`src/rtl/apb_demux_tmo_if.sv`:
```
// APB bus bundle for apb_demux_tmo: upstream master side plus the shared/one-hot
// downstream slave side. The slave modport is the demux view, master is the environment view.
interface apb_demux_tmo_if #(
  parameter int N_SLV      = 4,
  parameter int ADDR_WIDTH = 32,
  parameter int DATA_WIDTH = 32
);
  logic [ADDR_WIDTH-1:0]       paddr_i;
  logic [DATA_WIDTH-1:0]       pwdata_i;
  logic                        pwrite_i;
  logic                        psel_i;
  logic                        penable_i;
  logic [DATA_WIDTH-1:0]       prdata_o;
  logic                        pready_o;
  logic                        pslverr_o;
  logic [ADDR_WIDTH-1:0]       paddr_o;
  logic [DATA_WIDTH-1:0]       pwdata_o;
  logic                        pwrite_o;
  logic [N_SLV-1:0]            psel_o;
  logic                        penable_o;
  logic [N_SLV*DATA_WIDTH-1:0] prdata_i;
  logic [N_SLV-1:0]            pready_i;
  logic [N_SLV-1:0]            pslverr_i;

  modport slave (
    input  paddr_i, pwdata_i, pwrite_i, psel_i, penable_i,
    output prdata_o, pready_o, pslverr_o,
    output paddr_o, pwdata_o, pwrite_o, psel_o, penable_o,
    input  prdata_i, pready_i, pslverr_i
  );

  modport master (
    output paddr_i, pwdata_i, pwrite_i, psel_i, penable_i,
    input  prdata_o, pready_o, pslverr_o,
    input  paddr_o, pwdata_o, pwrite_o, psel_o, penable_o,
    output prdata_i, pready_i, pslverr_i
  );
endinterface

```
`src/rtl/apb_demux_tmo.sv`:
```
// APB 1-to-N demultiplexer with registered request path, decode-error response
// and a per-transfer watchdog so a hung or unmapped slave never stalls the master.
module apb_demux_tmo #(
  parameter int N_SLV          = 4,
  parameter int ADDR_WIDTH     = 32,
  parameter int DATA_WIDTH     = 32,
  parameter logic [N_SLV*ADDR_WIDTH-1:0] START_ADDR =
    {32'h1A10_3000, 32'h1A10_2000, 32'h1A10_1000, 32'h1A10_0000},
  parameter logic [N_SLV*ADDR_WIDTH-1:0] END_ADDR =
    {32'h1A10_4000, 32'h1A10_3000, 32'h1A10_2000, 32'h1A10_1000},
  parameter int TIMEOUT_CYCLES = 256
) (
  input  logic                  clk_i,
  input  logic                  rst_ni,
  apb_demux_tmo_if.slave        bus,
  output logic                  err_o,
  output logic [1:0]            err_cause_o,
  output logic [ADDR_WIDTH-1:0] err_addr_o
);
  localparam int IDX_W = (N_SLV > 1) ? $clog2(N_SLV) : 1;
  localparam int CNT_W = (TIMEOUT_CYCLES > 0) ? $clog2(TIMEOUT_CYCLES + 1) : 1;

  typedef enum logic [2:0] {
    IDLE   = 3'd0,
    SETUP  = 3'd1,
    ACCESS = 3'd2,
    RESP   = 3'd3,
    DRAIN  = 3'd4
  } state_e;

  state_e                state_q, state_d;
  logic [ADDR_WIDTH-1:0] paddr_q, paddr_d;
  logic [DATA_WIDTH-1:0] pwdata_q, pwdata_d;
  logic                  pwrite_q, pwrite_d;
  logic [CNT_W-1:0]      cnt_q, cnt_d;
  logic [DATA_WIDTH-1:0] prdata_q, prdata_d;
  logic                  pslverr_q, pslverr_d;
  logic                  err_q, err_d;
  logic [1:0]            err_cause_q, err_cause_d;
  logic [ADDR_WIDTH-1:0] err_addr_q, err_addr_d;

  logic                  dec_hit_s;
  logic [IDX_W-1:0]      dec_idx_s;
  logic                  sel_ready_s;
  logic                  tmo_hit_s;
  logic [N_SLV-1:0]      psel_s;
  logic                  fwd_s;

  // Decode runs on the captured address; scanning downwards lets the lowest index win.
  always_comb begin
    dec_hit_s = 1'b0;
    dec_idx_s = '0;
    for (int k = N_SLV - 1; k >= 0; k--) begin
      if ((paddr_q >= START_ADDR[k*ADDR_WIDTH +: ADDR_WIDTH]) &&
          (paddr_q <  END_ADDR[k*ADDR_WIDTH +: ADDR_WIDTH])) begin
        dec_hit_s = 1'b1;
        dec_idx_s = IDX_W'(k);
      end else begin
        dec_hit_s = dec_hit_s;
      end
    end
  end

  always_comb begin
    sel_ready_s = bus.pready_i[dec_idx_s];
    tmo_hit_s   = (TIMEOUT_CYCLES != 0) && ((32'(cnt_q) + 32'd1) >= 32'(TIMEOUT_CYCLES));
    fwd_s       = (state_q == ACCESS) && bus.psel_i;
  end

  always_comb begin
    state_d     = state_q;
    paddr_d     = paddr_q;
    pwdata_d    = pwdata_q;
    pwrite_d    = pwrite_q;
    cnt_d       = cnt_q;
    prdata_d    = prdata_q;
    pslverr_d   = pslverr_q;
    err_d       = 1'b0;
    err_cause_d = err_cause_q;
    err_addr_d  = err_addr_q;
    case (state_q)
      IDLE: begin
        if (bus.psel_i) begin
          paddr_d  = bus.paddr_i;
          pwdata_d = bus.pwdata_i;
          pwrite_d = bus.pwrite_i;
          cnt_d    = '0;
          state_d  = SETUP;
        end else begin
          state_d  = IDLE;
        end
      end
      SETUP: begin
        if (dec_hit_s) begin
          state_d = ACCESS;
        end else begin
          prdata_d    = '0;
          pslverr_d   = 1'b1;
          err_d       = 1'b1;
          err_cause_d = 2'b01;
          err_addr_d  = paddr_q;
          state_d     = bus.psel_i ? RESP : IDLE;
        end
      end
      ACCESS, DRAIN: begin
        if (sel_ready_s) begin
          prdata_d  = bus.prdata_i[int'(dec_idx_s)*DATA_WIDTH +: DATA_WIDTH];
          pslverr_d = bus.pslverr_i[dec_idx_s];
          state_d   = fwd_s ? RESP : IDLE;
        end else if (tmo_hit_s) begin
          prdata_d    = '0;
          pslverr_d   = 1'b1;
          err_d       = 1'b1;
          err_cause_d = 2'b10;
          err_addr_d  = paddr_q;
          state_d     = fwd_s ? RESP : IDLE;
        end else begin
          cnt_d   = (cnt_q == {CNT_W{1'b1}}) ? cnt_q : cnt_q + CNT_W'(1);
          // Upstream gave up mid-access: keep the slave transfer alive but drop its result.
          state_d = ((state_q == ACCESS) && !bus.psel_i) ? DRAIN : state_q;
        end
      end
      RESP: begin
        state_d = IDLE;
      end
      default: begin
        state_d = IDLE;
      end
    endcase
  end

  always_ff @(posedge clk_i or negedge rst_ni) begin
    if (!rst_ni) begin
      state_q     <= IDLE;
      paddr_q     <= '0;
      pwdata_q    <= '0;
      pwrite_q    <= 1'b0;
      cnt_q       <= '0;
      prdata_q    <= '0;
      pslverr_q   <= 1'b0;
      err_q       <= 1'b0;
      err_cause_q <= 2'b00;
      err_addr_q  <= '0;
    end else begin
      state_q     <= state_d;
      paddr_q     <= paddr_d;
      pwdata_q    <= pwdata_d;
      pwrite_q    <= pwrite_d;
      cnt_q       <= cnt_d;
      prdata_q    <= prdata_d;
      pslverr_q   <= pslverr_d;
      err_q       <= err_d;
      err_cause_q <= err_cause_d;
      err_addr_q  <= err_addr_d;
    end
  end

  // Downstream strobes come only from flops, never from the upstream inputs.
  always_comb begin
    psel_s = '0;
    if (((state_q == SETUP) || (state_q == ACCESS) || (state_q == DRAIN)) && dec_hit_s) begin
      psel_s[dec_idx_s] = 1'b1;
    end else begin
      psel_s = '0;
    end
  end

  assign bus.psel_o    = psel_s;
  assign bus.penable_o = (state_q == ACCESS) || (state_q == DRAIN);
  assign bus.paddr_o   = paddr_q;
  assign bus.pwdata_o  = pwdata_q;
  assign bus.pwrite_o  = pwrite_q;
  assign bus.pready_o  = (state_q == RESP);
  assign bus.prdata_o  = (state_q == RESP) ? prdata_q : '0;
  assign bus.pslverr_o = (state_q == RESP) ? pslverr_q : 1'b0;
  assign err_o         = err_q;
  assign err_cause_o   = err_cause_q;
  assign err_addr_o    = err_addr_q;
endmodule

```
`src/flat_wrapper.sv`:
```
// flat-port wrapper written by rule: the top's interface ports become plain ports
module apb_demux_tmo_flat 
#(
  parameter int N_SLV          = 4,
  parameter int ADDR_WIDTH     = 32,
  parameter int DATA_WIDTH     = 32,
  parameter logic [N_SLV*ADDR_WIDTH-1:0] START_ADDR =
    {32'h1A10_3000, 32'h1A10_2000, 32'h1A10_1000, 32'h1A10_0000},
  parameter logic [N_SLV*ADDR_WIDTH-1:0] END_ADDR =
    {32'h1A10_4000, 32'h1A10_3000, 32'h1A10_2000, 32'h1A10_1000},
  parameter int TIMEOUT_CYCLES = 256
)
  (clk_i, rst_ni, err_o, err_cause_o, err_addr_o, bus_paddr_i, bus_pwdata_i, bus_pwrite_i, bus_psel_i, bus_penable_i, bus_prdata_o, bus_pready_o, bus_pslverr_o, bus_paddr_o, bus_pwdata_o, bus_pwrite_o, bus_psel_o, bus_penable_o, bus_prdata_i, bus_pready_i, bus_pslverr_i);
  apb_demux_tmo_if #(.N_SLV(N_SLV), .ADDR_WIDTH(ADDR_WIDTH), .DATA_WIDTH(DATA_WIDTH)) bus_i ();
  input  logic clk_i;
  input  logic rst_ni;
  output logic err_o;
  output logic [1:0] err_cause_o;
  output logic [ADDR_WIDTH-1:0] err_addr_o;
  input wire logic [$bits(bus_i.paddr_i)-1:0] bus_paddr_i;
  input wire logic [$bits(bus_i.pwdata_i)-1:0] bus_pwdata_i;
  input wire logic [$bits(bus_i.pwrite_i)-1:0] bus_pwrite_i;
  input wire logic [$bits(bus_i.psel_i)-1:0] bus_psel_i;
  input wire logic [$bits(bus_i.penable_i)-1:0] bus_penable_i;
  output wire logic [$bits(bus_i.prdata_o)-1:0] bus_prdata_o;
  output wire logic [$bits(bus_i.pready_o)-1:0] bus_pready_o;
  output wire logic [$bits(bus_i.pslverr_o)-1:0] bus_pslverr_o;
  output wire logic [$bits(bus_i.paddr_o)-1:0] bus_paddr_o;
  output wire logic [$bits(bus_i.pwdata_o)-1:0] bus_pwdata_o;
  output wire logic [$bits(bus_i.pwrite_o)-1:0] bus_pwrite_o;
  output wire logic [$bits(bus_i.psel_o)-1:0] bus_psel_o;
  output wire logic [$bits(bus_i.penable_o)-1:0] bus_penable_o;
  input wire logic [$bits(bus_i.prdata_i)-1:0] bus_prdata_i;
  input wire logic [$bits(bus_i.pready_i)-1:0] bus_pready_i;
  input wire logic [$bits(bus_i.pslverr_i)-1:0] bus_pslverr_i;
  assign bus_i.paddr_i = bus_paddr_i;
  assign bus_i.pwdata_i = bus_pwdata_i;
  assign bus_i.pwrite_i = bus_pwrite_i;
  assign bus_i.psel_i = bus_psel_i;
  assign bus_i.penable_i = bus_penable_i;
  assign bus_prdata_o = bus_i.prdata_o;
  assign bus_pready_o = bus_i.pready_o;
  assign bus_pslverr_o = bus_i.pslverr_o;
  assign bus_paddr_o = bus_i.paddr_o;
  assign bus_pwdata_o = bus_i.pwdata_o;
  assign bus_pwrite_o = bus_i.pwrite_o;
  assign bus_psel_o = bus_i.psel_o;
  assign bus_penable_o = bus_i.penable_o;
  assign bus_i.prdata_i = bus_prdata_i;
  assign bus_i.pready_i = bus_pready_i;
  assign bus_i.pslverr_i = bus_pslverr_i;
  apb_demux_tmo #(.N_SLV(N_SLV), .ADDR_WIDTH(ADDR_WIDTH), .DATA_WIDTH(DATA_WIDTH), .START_ADDR(START_ADDR), .END_ADDR(END_ADDR), .TIMEOUT_CYCLES(TIMEOUT_CYCLES)) u_core (.clk_i(clk_i), .rst_ni(rst_ni), .bus(bus_i), .err_o(err_o), .err_cause_o(err_cause_o), .err_addr_o(err_addr_o));
endmodule
```
`config.mk`:
```
export PLATFORM = sky130hd
export DESIGN_NAME = apb_demux_tmo_flat
export DESIGN_NICKNAME = d
export VERILOG_FILES = /design/src/rtl/apb_demux_tmo_if.sv /design/src/rtl/apb_demux_tmo.sv /design/src/flat_wrapper.sv
export SDC_FILE = /design/constraint.sdc
export NUM_CORES = 1
export LEC_CHECK = 0
export BUFFER_PORTS_ARGS = -buffer_cell sky130_fd_sc_hd__buf_2
export CAP_MARGIN = 20
export CORE_UTILIZATION = 35
export CTS_CLUSTER_SIZE = 10
export DETAILED_ROUTE_END_ITERATION = 16
export GPL_TIMING_DRIVEN = 0
export PLACE_DENSITY = 0.7
export SLEW_MARGIN = 10
export SYNTH_ARGS = -nofsm -noshare
export SYNTH_HDL_FRONTEND = slang
export SYNTH_SLANG_ARGS = --single-unit
export TNS_END_PERCENT = 30
```
`constraint.sdc`:
```
create_clock -name clk_i -period 3.4 [get_ports clk_i]
set_clock_uncertainty 0.15 [all_clocks]
set_input_delay 0 -clock clk_i [delete_from_list [all_inputs] [get_ports clk_i]]
set_output_delay 0 -clock clk_i [all_outputs]
set_load 0.03 [all_outputs]
```
==> Yosys cells after proc, flatten, opt, wreduce, memory -nomap -nowiden <==
Index checks and enable logic that the tools add are counted.
{ "classes": {"magnitude_cmp": 11, "reduce_logical": 20, "n_eq_ne": 13, "shift": 1, "mux": 50, "addsub": 2} }
{ "ops": {"columns": ["op", "count"], "rows": [
  ["two-way mux 32 bit", 7],
  [">= comparator 32 x 29 -> 1 bit (second input constant)", 4],
  ["< comparator 32 x 29 -> 1 bit (second input constant)", 4],
  ["case mux 32 bit (2 select lines)", 2],
  ["variable part select 128 x 8 -> 32 bit", 1],
  ["two-way mux 9 bit", 4],
  [">= comparator 32 x 9 -> 1 bit (second input constant)", 1],
  ["two-way mux 2 bit", 9],
  ["case mux 9 bit (2 select lines)", 1],
  ["two-way mux 1 bit", 15],
  ["two-way mux 3 bit", 4],
  ["adder 9 x 1 -> 10 bit (second input constant)", 1],
  ["inequality test 2 bit (second input constant)", 5],
  ["adder 9 x 1 -> 9 bit (second input constant)", 1],
  ["== test 9 bit (second input constant)", 1],
  ["case mux 3 bit (3 select lines)", 1],
  ["logical AND 1 bit", 8],
  ["== test 3 x 2 -> 1 bit (second input constant)", 2],
  ["AND reduction 5 bit", 1],
  ["binary-select mux 1 bit (select 2 bit)", 2],
  ["two-way mux 4 bit", 1],
  ["inequality test 4 x 1 -> 1 bit (second input constant)", 1],
  ["case mux 1 bit (2 select lines)", 2],
  ["case mux 2 bit (2 select lines)", 1],
  ["other kinds (15)", 18]
]} }
{ "totals": {"word_cells": 107, "in_bits": 205, "ff_bits": 145, "out_inout_bits": 139} }

==> Logic depth before layout (Yosys ltp) <==
Gate-level depths: netlist (run 1).
{ "depth": {"word_depth": 11, "ltp_mapped": 10} }

==> Least setup slack after synthesis (run 1) <==
OpenSTA, ideal clock, no wires.
{ "synth_path": {"kind": "register -> register", "from": "register u_core.paddr_q[12] (netlist: u_core.bus.paddr_o[12])", "to": "register u_core.err_addr_q[0] (netlist: u_core.err_addr_o[0])", "synth_period_minus_slack_ns": 2.518, "t_arrival_ns": 2.243, "stages_incl_launch_ff": 10, "slack_ns": 0.882, "setup_time_ns": 0.125, "cell_sequence": "dfrtp_1 -> buf_2 -> nor2b_1 -> buf_2 -> a22oi_1 -> nor3_4 -> nor2_4 -> o31ai_4 -> buf_6 -> mux2_4"} }
{ "synth_via": {"elab_chain_cells": 10} }
{ "synth_rtl": {"columns": ["item", "line_no", "text"], "rows": [
  ["start: declaration", "apb_demux_tmo.sv:32", "logic [ADDR_WIDTH-1:0] paddr_q, paddr_d;"],
  ["start signal: assignment", "apb_demux_tmo.sv:146", "paddr_q <= paddr_d;"],
  [">= comparator 32 x 29 -> 1 bit / < comparator 32 x 29 -> 1 bit (equally long branches)", "apb_demux_tmo.sv:54, apb_demux_tmo.sv:55", null],
  ["logical AND 1 bit", "apb_demux_tmo.sv:54", "if ((paddr_q >= START_ADDR[k*ADDR_WIDTH +: ADDR_WIDTH]) &&"],
  ["two-way mux 2 bit (4 in a row)", "apb_demux_tmo.sv:54", null],
  ["binary-select mux 1 bit (select 2 bit)", "apb_demux_tmo.sv:65", "sel_ready_s = bus.pready_i[dec_idx_s];"],
  ["two-way mux 1 bit (implied by the code)", "apb_demux_tmo.sv:65", null],
  ["inequality test 2 bit (no line)", null, null],
  ["AND reduction 4 bit (no line) (*)", null, null],
  ["end signal: assignment", "apb_demux_tmo.sv:154", "err_addr_q <= err_addr_d;"],
  ["end: declaration", "apb_demux_tmo.sv:40", "logic [ADDR_WIDTH-1:0] err_addr_q, err_addr_d;"]
]} }
Mark *: on every way between the ends. The rest lies on a longest branch, timed or not. The select of a mux whose other input is x is not followed.
A chain may end at the register's enable or synchronous reset.

==> Worst setup path after layout (run 1) <==
{ "layout_path": {"from": "register u_core.paddr_q[24] (netlist: u_core.bus.paddr_o[24])", "to": "register u_core.pslverr_q"} }
{ "layout_via": {"elab_chain_cells": 10} }
{ "layout_rtl": {"columns": ["item", "line_no", "text"], "rows": [
  [">= comparator 32 x 29 -> 1 bit / < comparator 32 x 29 -> 1 bit (equally long branches)", "apb_demux_tmo.sv:54, apb_demux_tmo.sv:55", null],
  ["logical AND 1 bit", "apb_demux_tmo.sv:54", null],
  ["two-way mux 2 bit (4 in a row)", "apb_demux_tmo.sv:54", null],
  ["binary-select mux 1 bit (select 2 bit) (on tied branches)", "apb_demux_tmo.sv:65, apb_demux_tmo.sv:108", null],
  ["two-way mux 1 bit (on tied branches)", "apb_demux_tmo.sv:65, apb_demux_tmo.sv:108", null],
  ["inequality test 3 x 1 -> 1 bit (no line) / two-way mux 1 bit (equally long branches)", null, null],
  ["AND reduction 3 bit (no line) / case mux 1 bit (2 select lines) (equally long branches)", null, null],
  ["end signal: assignment", "apb_demux_tmo.sv:151", "pslverr_q <= pslverr_d;"],
  ["end: declaration", "apb_demux_tmo.sv:37", "logic pslverr_q, pslverr_d;"]
]} }
Several ways; a longest one is shown, not always the timed one. The select of a mux whose other input is x is not followed.

==> results of run 1 <==
[cells in the mapped netlist (all sizes together), types with 2 or more instances]
cell,number,area (µm²)
ha,2,25.0
nor4,2,12.5
nand2b,6,37.5
nand3,9,50.1
dfrtp,145,3630
mux2,64,830
or3,5,31.3
or4,3,22.5
and4,2,17.5
or2,2,12.5
o211ai,2,15.0
a31oi,2,27.5
a22oi,33,248
nor4b,4,35.0
o21ai,41,205
and2,32,200
a22o,32,280
nand2,234,878
nor2,9,48.8
a21oi,8,40.0
nand4,2,12.5
nor2b,2,12.5
inv,7,26.3
nor3,8,56.3
o31ai,3,36.3
buf,16,96.3
a21o,2,15.0
clkbuf,32,120
[power by group through the flow]
stage	sequential [W]	clock, W	combinational [W]
floorplan	0.00337	0	0.00111
global placement	0.00258	0	0.00286
detailed placement	0.00259	0	0.00291
CTS	0.00258	0.00194	0.00303
global route	0.00265	0.00202	0.00325
finish	0.00259	0.00190	0.00303
[how the worst max path moves through the flow]
stage	cells after the start	slack, ps	end	startpoint
5_1_grt	7	10	u_core.pslverr_q	u_core.bus.paddr_o[23]
2_1_floorplan	9	880	u_core.err_addr_o[0]	u_core.bus.paddr_o[12]
4_1_cts	8	50	u_core.pslverr_q	u_core.bus.paddr_o[23]
3_3_place_gp	1	40	u_core.bus.pwdata_o[23]	rst_ni
3_5_place_dp	9	460	u_core.err_addr_o[14]	u_core.bus.paddr_o[12]
6_report	7	180	u_core.pslverr_q	u_core.bus.paddr_o[24]
[per-layer routing]
layer	global-route usage	up-vias	wire, µm
met4	0.0898	0	509
met5	0	-	0
met1	0.273	3443	10200
met3	0.0536	28	1760
met2	0.447	337	13300
li1	-	3467	-
[stage by stage]
stage / total power [W] / setup slack, ps
final: 0.00753 / 184
after detailed placement: 0.00550 / 461
after CTS: 0.00756 / 54.5
after global placement: 0.00544 / 44.7
after floorplan: 0.00448 / 882
after global routing: 0.00792 / 12.3
[sequential cells by signal (all words and copies together) (netlist names)]
signal,flops
u_core.err_o,1
u_core.bus.pwdata_o,32
u_core.pslverr_q,1
u_core.err_addr_o,32
u_core.bus.paddr_o,32
u_core.state_q,3
u_core.err_cause_o,2
u_core.prdata_q,32
u_core.cnt_q,9
u_core.bus.pwrite_o,1
[timing repair]
item                                   in CTS  in global routing
resized for setup                           0                  3
hold buffers                              135                  0
setup endpoints to repair                   0                  1
endpoints found under the hold margin     246                  0
[cell type report]
class / count / area [µm²]
Timing Repair Buffer: 478 / 3120
Tap cell: 265 / 332
Clock buffer: 18 / 439
Inverter: 7 / 26.3
Sequential cell: 145 / 3630
Multi-Input combinational cell: 520 / 3280
Antenna cell: 1 / 2.50
Clock inverter: 14 / 165
Buffer: 48 / 216
Fill cell: 1652 / 8510
[logic make-up (layout without fill, tap and decap cells)]
family                   after synthesis  after routing
other                                  0              1
AND/OR/NAND/NOR                      323            323
flip-flops                           145            145
AO/OA/AOI/OAI                        129            129
XOR/XNOR                               1              1
adder cells (fa/ha/maj)                2              2
multiplexers                          65             65
buffers and inverters                 55            565
[critical path, stage by stage (launching register included)]
cell,delay (ps)
dfrtp_1,440
or4_1,590
nor2_4,210
a31oi_4,150
nor3_2,510
buf_2,330
a32oi_1,130
dlygate4sd3_1,570
==> flow_summary.json, run 1 <==
{
  "min_path_cells": 4,
  "crit_fanout": 10,
  "ys_types": 50,
  "synth-edff-count": 0,
  "grt_overflow_total": 0,
  "ys_warn_count": 0,
  "muxShareOfSynthArea": 0.118,
  "synth-xor-area-share": 0.00123,
  "synth_compound_area_frac": 0.130,
  "syn_area_um2": 7130,
  "final_util": 0.569,
  "dieArea_um2": 20900,
  "status": "finished, final reports clean",
  "avgRoutedWirePerCell_um": 17.2,
  "cp.required_ps": 3540,
  "numCtsBuffers": 17,
  "post_cts_buffers": 0,
  "dp_cells": 1328,
  "grt_antenna_before_repair": 1,
  "grt_pass1_vias": 7341,
  "crit_path_end_kind": "register",
  "worstPathArrival_ps": 3360,
  "finalCriticalPeriod_ps": 3220,
  "clkSlewWorstSetupHoldPaths_ps": 60,
  "post_drt_via_cell_ratio": 4.86,
  "rsz0062_at_grt": "no",
  "dr.pass1.iters": 5,
  "place_area_um2": 9210,
  "core_um2": 19700,
  "layout_common_cells": "buf_2, nand2_1, dfrtp_1, dlygate4sd3_1, o21ai_0",
  "core.rowCount": 51,
  "p_sw_w": 0.00309,
  "worstReg2RegStart": "u_core.bus.paddr_o[24]",
  "fin_cells": 1496,
  "synth_fp_nets": 927,
  "finalHoldViolCount": 0,
  "cts.sinks": 145,
  "ir_drop_v": 0.000464,
  "timing.rr.end": "u_core.pslverr_q",
  "portBuffers": 342,
  "cts_buffer_depth": 2,
  "slew_violations": 0,
  "synth_fa_ha_area_frac": 0.00351,
  "p_clk_frac": 0.252,
  "relSlewSlack": 0.419,
  "avgSynthCellArea_um2": 9.90,
  "syn2layout_area_growth_pct": 57.3,
  "setup_viol_count_final": 0,
  "htreeDepth": 4,
  "vias": 7275,
  "ys_seq_area_frac": 0.509,
  "final_antenna_net_count": 0,
  "drive_above_1_share": 0.380,
  "p_int_w": 0.00444,
  "num-nets-final": 1424,
  "final_common_cell": "buf_2",
  "seq_power_share": 0.345,
  "async_reset_ff_frac": 1.00,
  "worst_slew_pin_slew_ps": 866,
  "io_pins": 344,
  "hp-start": "bus_prdata_i[33]",
  "drtIter0Drc": 340,
  "r2r_cells": 7,
  "synthCells": 720,
  "r2r_slack_ps": 180,
  "critical_path_class": "register to register",
  "min_to": "u_core.prdata_q[1]",
  "combPwrFrac": 0.403,
  "p_leak_nw": 5.86,
  "fin_area_um2": 11200,
  "dpl.hpwl_mm": 18.1,
  "start_util": 0.362,
  "clock_latency_ps": 420,
  "cellPowerDensity_nw_per_um2": 671,
  "max_cap_violations": 0,
  "grt_start_max_net_pins": 101,
  "hold_path.class": "input port to register",
  "fmax_ghz": 0.311,
  "routed_wl_mm": 25.7,
  "remaining_drc_errors": 0,
  "synthSimpleGateAreaFrac": 0.204,
  "totalNegativeSetupSlack_ps": 0,
  "hold_slack_ps": 109,
  "cts_root_buffer": "clkbuf_16",
  "final.period_utilization": 0.946,
  "ys_seq_elements": 145,
  "grt_pass1_wl_mm": 38.0,
  "cts_tree": "yes",
  "routabilityCongestion": 0.835,
  "grt_util_all_layers": 0.243,
  "start_kind": "register",
  "fp.dieW_um": 145,
  "netSwitchingFraction": 0.410,
  "synth_top_family_by_area": "simple AND/OR/NAND/NOR gates",
  "die_y_um": 145,
  "synthFlopType": "dfrtp_1"
}
(Power assumes the default switching activity.)
==> run 2: changes to the inputs <==
Settings changed: REMOVE_ABC_BUFFERS set to 1.
==> flow_summary.json, run 2 (synthesis results as in run 1) <==
{
  "remaining_drc_errors": 0,
  "dr.pass1.iters": 4,
  "final_antenna_net_count": 0,
  "ir_drop_v": 0.000389,
  "num-nets-final": 1405,
  "netSwitchingFraction": 0.406,
  "drtIter0Drc": 260,
  "p_int_w": 0.00448,
  "totalNegativeSetupSlack_ps": 0,
  "combPwrFrac": 0.408,
  "cts_root_buffer": "clkbuf_16",
  "finalHoldViolCount": 0,
  "layout_common_cells": "buf_2, nand2_1, dlygate4sd3_1, dfrtp_1, o21ai_0",
  "met3_usage": 0.0526,
  "portBuffers": 342,
  "io_pins": 344,
  "post_drt_via_cell_ratio": 4.88,
  "die_y_um": 145,
  "top_usage_layer": "met2",
  "cp.required_ps": 3550,
  "routed_wl_mm": 24.9,
  "hold_slack_ps": 38.1,
  "cts_tree": "yes",
  "setup_viol_count_final": 0,
  "worst_slew_pin_slew_ps": 905,
  "cts.sinks": 145,
  "hold_path.class": "input port to register",
  "use_met1": 0.266,
  "fin_area_um2": 11400,
  "fp.dieW_um": 145,
  "critPathLaunch": "u_core.bus.paddr_o[21]",
  "max_cap_violations": 0,
  "clkSlewWorstSetupHoldPaths_ps": 70,
  "grt_start_max_net_pins": 91,
  "clock_latency_ps": 430,
  "dpl.hpwl_mm": 16.3,
  "avgRoutedWirePerCell_um": 16.8,
  "critical_path_class": "register to register",
  "start_kind": "register",
  "worstReg2RegStart": "u_core.bus.paddr_o[21]",
  "syn2layout_area_growth_pct": 59.5,
  "vias": 7211,
  "grt_antenna_before_repair": 3,
  "grt_use_met2": 0.416,
  "hp-start": "bus_prdata_i[38]",
  "fmax_ghz": 0.314,
  "place_area_um2": 9270,
  "core_um2": 19700,
  "final_common_cell": "buf_2",
  "routabilityCongestion": 0.754,
  "htreeDepth": 4,
  "drive_above_1_share": 0.393,
  "crit_fanout": 12,
  "p_leak_nw": 5.91,
  "cts_buffer_depth": 2,
  "final.period_utilization": 0.936,
  "cellPowerDensity_nw_per_um2": 663,
  "seq_power_share": 0.346,
  "rsz0062_at_grt": "no",
  "relSlewSlack": 0.392,
  "worstPathArrival_ps": 3330,
  "status": "finished, final reports clean",
  "crit_path_end_kind": "register",
  "finalCriticalPeriod_ps": 3180,
  "core.rowCount": 51,
  "grt_pass1_vias": 7073,
  "numCtsBuffers": 17,
  "grt_overflow_total": 0,
  "start_util": 0.362,
  "p_sw_w": 0.00306,
  "slew_violations": 0,
  "p_clk_frac": 0.246,
  "grt_util_all_layers": 0.234,
  "dieArea_um2": 20900,
  "grt_pass1_wl_mm": 36.8
}
-- run 2: cell types whose count changed in the layout (fill, tap and decap cells not counted), moves of 4 or more --
cell / previous run / this run
buf_1: 4 / 0
buf_8: 1 / 6
dlygate4sd3_1: 134 / 148
clkbuf_1: 32 / 0
buf_2: 349 / 341
buf_12: 0 / 4
-- run 2: layer usage --
| metal | part of all wire | vias to the layer above |
|---|---|---|
| met4 | 0.027 | 0 |
| met3 | 0.065 | 41 |
| li1 | - | 3431 |
| met5 | 0 | - |
| met1 | 0.40 | 3419 |
| met2 | 0.51 | 320 |
-- run 2: cell type report --
type / count / area (µm²)
Clock buffer: 17 / 425
Multi-Input combinational cell: 520 / 3320
Antenna cell: 3 / 7.51
Timing Repair Buffer: 507 / 3480
Clock inverter: 15 / 150
Tap cell: 265 / 332
Inverter: 7 / 26.3
Sequential cell: 145 / 3630
Fill cell: 1589 / 8350
-- run 2: path summary, 6_finish.rpt --
kind / to / slack [ps] / depth (start not counted)
setup / recovery: u_core.err_addr_o[2] / 220 / 9
hold / removal: u_core.prdata_q[6] / 40 / 4
setup reg to reg: u_core.err_addr_o[2] / 220 / 9
hold reg to reg: u_core.bus.pwdata_o[14] / 320 / 2
max in group asynchronous: u_core.bus.paddr_o[12] / 2110 / 4
min in group asynchronous: u_core.bus.pwdata_o[2] / 530 / 4
-- run 2: power groups by stage --
stage          Combinational (W)  Clock [W]  Sequential [W]
2_1_floorplan            0.00100          0         0.00343
3_3_place_gp             0.00270          0         0.00268
3_5_place_dp             0.00289          0         0.00262
4_1_cts                  0.00306    0.00189         0.00260
5_1_grt                  0.00328    0.00197         0.00268
6_report                 0.00308    0.00185         0.00261
-- run 2: metrics by stage --
stage | worst slack, ps | power (W) | std cells | utilization
5_1_grt | 20.0 | 0.00793 | 1478 | 0.577
4_1_cts | 45.7 | 0.00756 | 1476 | 0.576
3_3_place_gp | -3880 | 0.00538 | 1279 | 0.454
2_1_floorplan | -1800 | 0.00444 | 672 | -
3_5_place_dp | 58.8 | 0.00550 | 1295 | 0.470
6_report | 217 | 0.00754 | 1479 | 0.577
-- run 2: timing repair --
item	CTS	global route
endpoints found under the setup margin	0	28
gates resized for setup	0	2
hold buffers	149	0
hold endpoints to repair	250	0
buffers inserted	0	0
-- run 2: worst max-delay path: stages (launching register included) --
cell and delay (ps):
dfrtp_1 470, nor4b_1 340, nand3_1 280, nor3_4 380, nor2_4 110, o31ai_4 430, buf_8 240, buf_8 180
buf_16 170, mux2_4 310
